$ cat config.mk
export PLATFORM = sky130hd
export DESIGN_NAME = ncl_sync_tx_flat
export DESIGN_NICKNAME = d
export VERILOG_FILES = /design/src/rtl/ncl_sync_tx_pkg.sv /design/src/rtl/ncl_sync_tx_if.sv /design/src/rtl/ncl_sync_tx_ack_sync.sv /design/src/rtl/ncl_sync_tx.sv /design/src/flat_wrapper.sv
export SDC_FILE = /design/constraint.sdc
export NUM_CORES = 1
export LEC_CHECK = 0
export ABC_AREA = 1
export CAP_MARGIN = 20
export CORE_ASPECT_RATIO = 0.8
export CORE_UTILIZATION = 35
export DETAILED_ROUTE_END_ITERATION = 6
export PLACE_DENSITY_LB_ADDON = 0.08
export SLEW_MARGIN = 10
export SYNTH_ARGS = -nofsm -noshare
export SYNTH_HDL_FRONTEND = slang
export SYNTH_SLANG_ARGS = --single-unit
$ cat constraint.sdc
create_clock -name clk -period 4.1 [get_ports clk]
set_clock_uncertainty 0.05 [all_clocks]
set_input_delay 0.41 -clock clk [delete_from_list [all_inputs] [get_ports clk]]
set_output_delay 0.41 -clock clk [all_outputs]
set_load 0.02 [all_outputs]
$ cat src/rtl/ncl_sync_tx_pkg.sv
// ============================================================================
// ncl_pkg : shared types and helpers for the clocked-to-NCL transmitter
// Rev 1.0 : initial release
// ============================================================================
`default_nettype none

package ncl_pkg;

    // Transmitter FSM: idle, DATA wavefront outstanding, NULL wavefront outstanding
    typedef enum logic [1:0] {
        IDLE = 2'd0,
        DATA = 2'd1,
        NULL = 2'd2
    } ncl_tx_state_e;

    // One dual-rail bit; {1,1} is illegal on the channel
    typedef struct packed {
        logic rail1;
        logic rail0;
    } ncl_dr_t;

    // Value of every rail while the channel carries NULL
    localparam logic NCL_NULL = '0;

    // Dual-rail encode of one data bit; callers map it across a word
    function automatic ncl_dr_t dr_encode(input logic word);
        ncl_dr_t dr;
        dr.rail1 = word;
        dr.rail0 = ~word;
        return dr;
    endfunction

endpackage

`default_nettype wire

$ cat src/rtl/ncl_sync_tx_if.sv
// ============================================================================
// ncl_sync_tx_if : valid/ready source side plus dual-rail NCL channel
// Rev 1.0 : initial release
// ============================================================================
`default_nettype none

interface ncl_sync_tx_if #(
    parameter int WIDTH = 8
);
    logic             in_valid;
    logic             in_ready;
    logic [WIDTH-1:0] in_data;
    logic             ki;
    logic [WIDTH-1:0] rail1;
    logic [WIDTH-1:0] rail0;

    // master: the transmitter; slave: the source plus NCL receiver around it
    modport master (
        input  in_valid,
        input  in_data,
        input  ki,
        output in_ready,
        output rail1,
        output rail0
    );

    modport slave (
        output in_valid,
        output in_data,
        output ki,
        input  in_ready,
        input  rail1,
        input  rail0
    );
endinterface

`default_nettype wire

$ cat src/rtl/ncl_sync_tx_ack_sync.sv
// ============================================================================
// ncl_ack_sync : multi-flop synchronizer for the NCL completion acknowledge
// Rev 1.0 : initial release
// ============================================================================
`default_nettype none

module ncl_ack_sync #(
    parameter int SYNC_STAGES = 2
) (
    input  logic clk,
    input  logic rst_n,
    input  logic async_in,
    output logic sync_out
);

    logic [SYNC_STAGES-1:0] stages;

    // Resets to 0 so the sender never sees a spurious RFD out of reset
    always_ff @(posedge clk or negedge rst_n) begin
        if (!rst_n) begin
            stages <= '0;
        end else begin
            stages <= {stages[SYNC_STAGES-2:0], async_in};
        end
    end

    assign sync_out = stages[SYNC_STAGES-1];

endmodule

`default_nettype wire

$ cat src/rtl/ncl_sync_tx.sv
// ============================================================================
// ncl_sync_tx : launches valid/ready words as DATA/NULL wavefronts on NCL rails
// Rev 1.0 : initial release
// ============================================================================
`default_nettype none

module ncl_sync_tx
    import ncl_pkg::*;
#(
    parameter int WIDTH       = 8,
    parameter int SYNC_STAGES = 2,
    parameter int TIMEOUT     = 1024
) (
    input  logic          clk,
    input  logic          rst_n,
    ncl_sync_tx_if.master bus,
    output logic          busy,
    output logic          err
);

    localparam int               CNT_W    = $clog2(TIMEOUT + 1);
    localparam logic [CNT_W-1:0] TMO_MAX  = CNT_W'(TIMEOUT);
    localparam logic [CNT_W-1:0] TMO_LAST = CNT_W'(TIMEOUT - 1);

    ncl_tx_state_e    state;
    logic             ki_s;
    logic [CNT_W-1:0] wait_cnt;
    logic             cnt_sat;
    logic             accept;
    logic [WIDTH-1:0] enc_rail1;
    logic [WIDTH-1:0] enc_rail0;
    logic [WIDTH-1:0] tx_rail1;
    logic [WIDTH-1:0] tx_rail0;

    ncl_ack_sync #(
        .SYNC_STAGES (SYNC_STAGES)
    ) u_ack_sync (
        .clk      (clk),
        .rst_n    (rst_n),
        .async_in (bus.ki),
        .sync_out (ki_s)
    );

    for (genvar i = 0; i < WIDTH; i++) begin : g_enc
        ncl_dr_t dr;
        assign dr           = dr_encode(bus.in_data[i]);
        assign enc_rail1[i] = dr.rail1;
        assign enc_rail0[i] = dr.rail0;
    end

    assign bus.in_ready = (state == IDLE) && ki_s;
    assign accept       = bus.in_valid && bus.in_ready;
    assign busy         = (state != IDLE);
    assign cnt_sat      = (wait_cnt == TMO_MAX);

    // Rails are only ever loaded as a full word or cleared as a full word,
    // so the receiver never observes a partial wavefront.
    always_ff @(posedge clk or negedge rst_n) begin
        if (!rst_n) begin
            state    <= IDLE;
            tx_rail1 <= {WIDTH{NCL_NULL}};
            tx_rail0 <= {WIDTH{NCL_NULL}};
            wait_cnt <= '0;
            err      <= 1'b0;
        end else begin
            case (state)
                IDLE: begin
                    wait_cnt <= '0;
                    if (accept) begin
                        tx_rail1 <= enc_rail1;
                        tx_rail0 <= enc_rail0;
                        state    <= DATA;
                    end
                end
                DATA: begin
                    if (!ki_s) begin
                        tx_rail1 <= {WIDTH{NCL_NULL}};
                        tx_rail0 <= {WIDTH{NCL_NULL}};
                        wait_cnt <= '0;
                        state    <= NULL;
                    end else begin
                        if (!cnt_sat) wait_cnt <= wait_cnt + CNT_W'(1);
                        if (wait_cnt == TMO_LAST) err <= 1'b1;
                    end
                end
                NULL: begin
                    if (ki_s) begin
                        wait_cnt <= '0;
                        state    <= IDLE;
                    end else begin
                        if (!cnt_sat) wait_cnt <= wait_cnt + CNT_W'(1);
                        if (wait_cnt == TMO_LAST) err <= 1'b1;
                    end
                end
                default: begin
                    tx_rail1 <= {WIDTH{NCL_NULL}};
                    tx_rail0 <= {WIDTH{NCL_NULL}};
                    wait_cnt <= '0;
                    state    <= IDLE;
                end
            endcase
        end
    end

    assign bus.rail1 = tx_rail1;
    assign bus.rail0 = tx_rail0;

endmodule

`default_nettype wire

$ cat src/flat_wrapper.sv
// flat-port wrapper written by rule: the top's interface ports become plain ports
module ncl_sync_tx_flat import ncl_pkg::*;
#(
    parameter int WIDTH       = 8,
    parameter int SYNC_STAGES = 2,
    parameter int TIMEOUT     = 1024
)
  (clk, rst_n, busy, err, bus_in_valid, bus_in_data, bus_ki, bus_in_ready, bus_rail1, bus_rail0);
  ncl_sync_tx_if #(.WIDTH(WIDTH)) bus_i ();
  input  logic clk;
  input  logic rst_n;
  output logic busy;
  output logic err;
  input wire logic [$bits(bus_i.in_valid)-1:0] bus_in_valid;
  input wire logic [$bits(bus_i.in_data)-1:0] bus_in_data;
  input wire logic [$bits(bus_i.ki)-1:0] bus_ki;
  output wire logic [$bits(bus_i.in_ready)-1:0] bus_in_ready;
  output wire logic [$bits(bus_i.rail1)-1:0] bus_rail1;
  output wire logic [$bits(bus_i.rail0)-1:0] bus_rail0;
  assign bus_i.in_valid = bus_in_valid;
  assign bus_i.in_data = bus_in_data;
  assign bus_i.ki = bus_ki;
  assign bus_in_ready = bus_i.in_ready;
  assign bus_rail1 = bus_i.rail1;
  assign bus_rail0 = bus_i.rail0;
  ncl_sync_tx #(.WIDTH(WIDTH), .SYNC_STAGES(SYNC_STAGES), .TIMEOUT(TIMEOUT)) u_core (.clk(clk), .rst_n(rst_n), .bus(bus_i), .busy(busy), .err(err));
endmodule
==> results by group, run 1 <==
Setup path
  • Worst path required time: 3.64 ns
  • Arr. time, crit path: 2.05 ns
  • Reg-to-Reg End: u_core.bus.rail1[5]
  • Reg2reg path depth: 6
  • Worst Setup End Kind: output port
  • Flop2flop setup slack: 1.94 ns
  • CP Max Fanout: 10
  • Reg2reg start: u_core.state[1]
  • Setup CP Type: flop to output port
  • Critical Path Start: u_core.state[1]
  • Startpoint Class: flop

Min path
  • Hold endpoint: u_core.u_ack_sync.stages[1]
  • Hold path startpoint: u_core.u_ack_sync.stages[0]
  • Worst min-delay path class: flop to flop
  • Hold depth: 0

Run status
  • Status: completed

STA
  • Relative slew slack: 0.392
  • Final setup fails: 0
  • Fin Hold WS: 0.307 ns
  • Hold Violations, Final: 0
  • Max Fclk: 398 MHz
  • Slew Viols, Final: 0
  • Least-Margin Pin Slew: 0.908 ns
  • PnR worst setup slack: 1.59 ns
  • Setup TNS: 0 ns
  • RSZ-0062 raised after global routing: no
  • Min cycle time layout: 2.51 ns
  • Fin crit share: 0.613

Detailed routing
  • Vias: 1,326
  • DRC: 0
  • Post-Route WL: 3.32 mm
  • DR iter-0 viols: 50
  • DR pass1 iterations: 4
  • Routed len/inst: 11.3 µm
  • Routed Antenna Nets: 0
  • Vias per cell: 4.51

Floorplan
  • Number of cell rows: 21
  • Die Height: 62.8 µm
  • Core area: 0.00431 mm²
  • Initial Util: 0.376
  • Die area: 0.00490 mm²
  • IO Count: 31
  • Die Wd: 78.0 µm

Final layout
  • Register area: 801 µm²
  • Nets: 254
  • Multi-input logic area: 636 µm²
  • Area grow syn2layout: 27.0%
  • Fin area: 0.00206 mm²
  • Layout Utilization: 0.477
  • Filler cells: 450
  • Share of cells above drive strength 1: 0.0506
  • # diodes: 0

Power and ir drop
  • Sw Share: 0.403
  • Switch Pwr: 477 µW
  • Leakage: 0.000964 µW
  • Int Power: 708 µW
  • Comb power frac: 0.440
  • Sequential power share: 0.346
  • Cell Pwr Density: 576 mW/mm²
  • Share of power burned in the clock network: 0.214
  • Worst VDD drop: 349 µV

Clock network
  • CTS tree: done
  • Post-CTS Setup Bufs: 0
  • Root buf cell: clkbuf_8
  • CTS H-Tree Depth: 2
  • Clock-pin slew on the worst setup and hold paths: 0.07 ns
  • Worst skew pair latency: 0.29 ns
  • # resized after CTS: 0
  • Largest buffer count on any clock path: 2
  • CTS Hold Buffers Added: 0
  • Cts bufs inserted: 5
  • Sink Count: 32

Placed design
  • Pre-CTS setup slack: 1.91 ns
  • Gpl congestion: 0.754
  • Post-DP Area: 0.00196 mm²
  • I/O Buffers: 30
  • Detail Placement HPWL: 2.42 mm

Global route
  • Global Route Usage Sum: 0.151
  • Antenna violations before repair: 0
  • Largest net degree at the start of global routing: 33
  • Met3 GRT Util: 0.0394
  • First-pass GRT wire length: 5.64 mm
  • Vias in the first global route: 1,192
  • GRT Residual Overflow: 0
  • Gr busiest metal: met1
  • Met1 usage: 0.234
  • Met2 usage: 0.189

Synthesis
  • Top cells by area, synth: dfrtp_1, nand2_1, inv_1, nor2_1, o21ai_0
  • Yosys Warn Count: 0
  • Dominant cell type by area after synthesis: dfrtp_1
  • Post-Synthesis Cells: 202
  • Post-synth cell types: 20
  • Synth Cell Area: 0.00162 mm²
  • Synthesized Nets: 220
  • Post-synth top area share: 0.495
  • FF+latch count, synth: 32
  • Syn Area/Cell: 8.02 µm²
  • Sequential share of the synthesized area: 0.495

Flow run
  • Max-cap violations: 0
## cells in the mapped netlist
cell type  count
a21oi_1        7
a21oi_4        1
buf_2          1
buf_4          1
buf_6          2
dfrtp_1       32
ha_1           6
inv_1         37
inv_6          1
nand2_1       39
nand3_1       16
nand4_1        3
nor2_1        28
nor3_1         3
nor3_4         1
o21ai_0       20
o21ai_1        1
o21bai_1       1
or2_1          1
xnor2_1        1
## stage by stage
step / power, µW / std cells
6_report: 1180 / 294
5_1_grt: 1280 / 294
4_1_cts: 1200 / 294
3_5_place_dp: 940 / 286
3_3_place_gp: 943 / 286
2_1_floorplan: 795 / 202
## power by group through the flow
stage,registers [µW],clock network [µW],logic (µW)
3_3_place_gp,415,0,527
2_1_floorplan,462,0,333
6_report,410,253,521
5_1_grt,419,271,590
4_1_cts,412,260,526
3_5_place_dp,417,0,524
## final cells by class
cell class / count / share of cell area
sequential: 32 / 0.390
tap: 57 / 0.0347
multi-input combinational: 128 / 0.309
timing repair buffer: 31 / 0.150
clock inverter: 2 / 0.00487
inverter: 38 / 0.0718
clock buffer: 6 / 0.0402
## worst max-delay path: stages, from the launching register on
cell	delay (ns)
dfrtp_1	0.40
inv_1	0.13
ha_1	0.48
nand2_1	0.11
inv_1	0.06
clkdlybuf4s50_1	0.59
## worst max path at each step
stage                                      to  slack [ns]  depth (start not counted)
final                            bus_in_ready        1.59                          5
after global routing             bus_in_ready        1.48                          5
after CTS                        bus_in_ready        1.57                          5
after detailed placement         bus_in_ready        1.91                          5
after global placement           bus_in_ready        1.95                          5
after floorplan           u_core.bus.rail0[0]        2.60                          8
## logic make-up (layout without fill, tap and decap cells)
group	Yosys count	after routing	synth area share
AND/OR/NAND/NOR	91	91	0.240
buffers and inverters	42	77	0.113
XOR/XNOR	1	1	0.00541
adder cells (fa/ha/maj)	6	6	0.0464
AO/OA/AOI/OAI	30	30	0.101
flip-flops	32	32	0.495
## state kept, by name, indices dropped and copies added (netlist names)
signal / flops
u_core.u_ack_sync.stages: 2
u_core.err: 1
u_core.wait_cnt: 11
u_core.bus.rail1: 8
u_core.bus.rail0: 8
u_core.state: 2
## layout by cell type (no fill, tap or decap), drive strengths merged
master,netlist,final
a21oi,8,8
buf,4,1
clkbuf,0,6
clkdlybuf4s50,0,30
clkinv,0,2
dfrtp,32,32
ha,6,6
inv,38,38
nand2,39,39
nand3,16,16
nand4,3,3
nor2,28,28
nor3,4,4
o21ai,21,21
o21bai,1,1
or2,1,1
xnor2,1,1
## per-layer routing
metal,up-vias,routed length (µm)
li1,697,-
met1,598,1830
met2,24,1290
met3,7,130
met4,0,71
met5,-,0
Note: power is estimated with default switching activity, not from simulation.
==> inputs of run 2 (changes only) <==
- clock period: 4.1 -> 2.15 ns (I/O delays scaled with it)
==> run 2 against run 1 <==
  * Via count decreased by 0.75%
  * Global-route usage increased by 1.3 points
  * Flip-flop and latch count unchanged
  * Worst setup slack got worse by 1.5 ns
  * Sequential share of layout area decreased by 0.95 points
  * Routed wire length increased by 4.2%
  * Power increased by 110%
  * Worst hold slack got worse by 0.037 ns
  * Register-to-register slack got worse by 1.4 ns
  * Sequential power increased by 91%
  * Critical path type unchanged
==> results by group, run 2 (same netlist as run 1, synthesis figures left out) <==
Global route
  • First-pass GRT wire length: 6.04 mm (was 5.64 mm)
  • GRT Residual Overflow: 0 (unchanged)
  • Vias in the first global route: 1,278 (was 1,192)
  • Antenna violations before repair: 0 (unchanged)
  • Largest net degree at the start of global routing: 33 (unchanged)
  • Global Route Usage Sum: 0.164 (was 0.151)

STA
  • Setup TNS: 0 ns (unchanged)
  • Least-Margin Pin Slew: 0.404 ns (was 0.908 ns)
  • Min cycle time layout: 2.02 ns
  • RSZ-0062 raised after global routing: no (unchanged)
  • Hold Violations, Final: 0 (unchanged)
  • Slew Viols, Final: 0 (unchanged)
  • Relative slew slack: 0.731 (was 0.392)
  • Max Fclk: 494 MHz
  • Fin crit share: 0.942
  • Final setup fails: 0 (unchanged)

Final layout
  • Most common cell after layout, fill and taps aside: nand2_1 (unchanged)
  • Register area: 801 µm² (unchanged)
  • Multi-input logic area: 638 µm² (was 636 µm²)
  • Max reg flops: 11 (unchanged)
  • # diodes: 0 (unchanged)
  • Top reg by flops: u_core.wait_cnt (unchanged)
  • Area grow syn2layout: 30.1% (was 27.0%)
  • Commonest cells after routing, fill and taps aside: nand2_1, inv_1, dfrtp_1, clkdlybuf4s50_1, nor2_1 (unchanged)
  • Non-filler cells, final: 296 (was 294)
  • Nets: 256 (was 254)
  • Filler cells: 434 (was 450)
  • Share of cells above drive strength 1: 0.0628 (was 0.0506)

Detailed routing
  • Post-Route WL: 3.46 mm (was 3.32 mm)
  • Vias: 1,316 (was 1,326)
  • Vias per cell: 4.45 (was 4.51)
  • DR pass1 iterations: 4 (unchanged)
  • Routed Antenna Nets: 0 (unchanged)
  • DRC: 0 (unchanged)
  • DR iter-0 viols: 124 (was 50)
  • Routed len/inst: 11.7 µm (was 11.3 µm)

Clock network
  • Clock-pin slew on the worst setup and hold paths: 0.07 ns (about the same)
  • CTS tree: done (unchanged)
  • Root buf cell: clkbuf_8 (unchanged)
  • Largest buffer count on any clock path: 2 (unchanged)
  • Sink Count: 32 (unchanged)
  • Worst skew pair latency: 0.29 ns (about the same)
  • CTS Hold Buffers Added: 0 (unchanged)
  • Cts bufs inserted: 5 (unchanged)
  • CTS H-Tree Depth: 2 (unchanged)

Floorplan
  • Core area: 0.00431 mm² (unchanged)
  • Die Height: 62.8 µm (unchanged)
  • Initial Util: 0.376 (unchanged)
  • Die Wd: 78.0 µm (unchanged)
  • Die area: 0.00490 mm² (unchanged)
  • IO Count: 31 (unchanged)
  • Number of cell rows: 21 (unchanged)

Power and ir drop
  • Sw Share: 0.376 (was 0.403)
  • Comb power frac: 0.422 (was 0.440)
  • Leakage: 0.000986 µW (was 0.000964 µW)
  • Total power: 2460 µW (was 1180 µW)
  • Int Power: 1540 µW (was 708 µW)
  • Switch Pwr: 926 µW (was 477 µW)
  • Sequential power share: 0.318 (was 0.346)
  • Share of power burned in the clock network: 0.260 (was 0.214)
  • Cell Pwr Density: 1170 mW/mm² (was 576 mW/mm²)
  • Worst VDD drop: 595 µV (was 349 µV)

Setup path
  • Arr. time, crit path: 1.76 ns (was 2.05 ns)
  • Worst Setup End Kind: output port (unchanged)
  • Setup CP Type: flop to output port (unchanged)
  • Startpoint Class: flop (unchanged)
  • CP Max Fanout: 4 (was 10)
  • Worst path required time: 1.88 ns (was 3.64 ns)

Placed design
  • Cell total after placement: 288 (was 286)
  • Gpl congestion: 0.772 (was 0.754)
  • I/O Buffers: 30 (unchanged)
  • Detail Placement HPWL: 2.45 mm (was 2.42 mm)

Flow run
  • Max-cap violations: 0 (unchanged)

Min path
  • Worst min-delay path class: input port to async pin (was flop to flop)

Run status
  • Status: completed (unchanged)
[run 2: cell types whose count changed in the layout (fill, tap and decap cells not counted), sizes merged]
| cell | change |
|---|---|
| buf | +2 |
| bufinv | +1 |
| clkbuf | +1 |
| clkinv | -2 |
[run 2: routing by layer]
metal / GRT usage / routed length, µm / share of wire / vias to the layer above
met3: 0.0409 / 193 / 0.056 / 7
li1: - / - / - / 696
met4: 0.0972 / 87 / 0.025 / 0
met2: 0.214 / 1350 / 0.39 / 30
met1: 0.239 / 1830 / 0.53 / 583
met5: 0 / 0 / 0 / -
[run 2: metrics by stage]
step | cell area (µm²) | utilization | hold WS [ns] | setup WS [ns]
finish | 2110 | 0.489 | 0.269 | 0.125
global route | 2110 | 0.489 | 0.300 | 0.0108
CTS | 2100 | 0.488 | 0.293 | 0.0641
detailed placement | 1980 | 0.459 | 0.285 | 0.392
global placement | 1980 | 0.459 | 0.285 | 0.404
floorplan | 1620 | - | -0.131 | 0.647
[run 2: worst paths after layout]
path | to | startpoint | slack [ns] | depth (start not counted)
max | bus_in_ready | u_core.state[0] | 0.13 | 5
min | u_core.wait_cnt[4] | rst_n | 0.27 | 2
max reg2reg | u_core.bus.rail1[5] | u_core.state[1] | 0.54 | 8
min reg2reg | u_core.u_ack_sync.stages[1] | u_core.u_ack_sync.stages[0] | 0.30 | 0
max in group asynchronous | u_core.state[0] | rst_n | 1.48 | 2
min in group clk | u_core.u_ack_sync.stages[1] | u_core.u_ack_sync.stages[0] | 0.30 | 0
[run 2: worst max-delay path, cell delays in order, from the launching register on]
cell and delay, ns:
dfrtp_1 0.38, inv_1 0.12, ha_2 0.25, nand2_1 0.07, inv_1 0.06, clkdlybuf4s50_1 0.59
[run 2: area by class of cell]
cell class | count | area share
clock buffer | 7 | 0.0457
clock inverter | 1 | 0.0143
inverter | 38 | 0.0701
multi-input combinational | 128 | 0.303
tap | 57 | 0.0338
timing repair buffer | 33 | 0.153
sequential | 32 | 0.380
[run 2: power groups by stage]
stage	Sequential (µW)	Combinational [µW]	Clock [µW]
finish	783	1040	641
global route	802	1170	685
CTS	786	1050	658
detailed placement	797	1040	0
global placement	793	1040	0
floorplan	882	635	0
[run 2: what timing repair did]
item,CTS,global route
gates resized for setup,0,1
buffers inserted,0,0
endpoints found under the hold margin,0,0
endpoints found under the setup margin,0,1
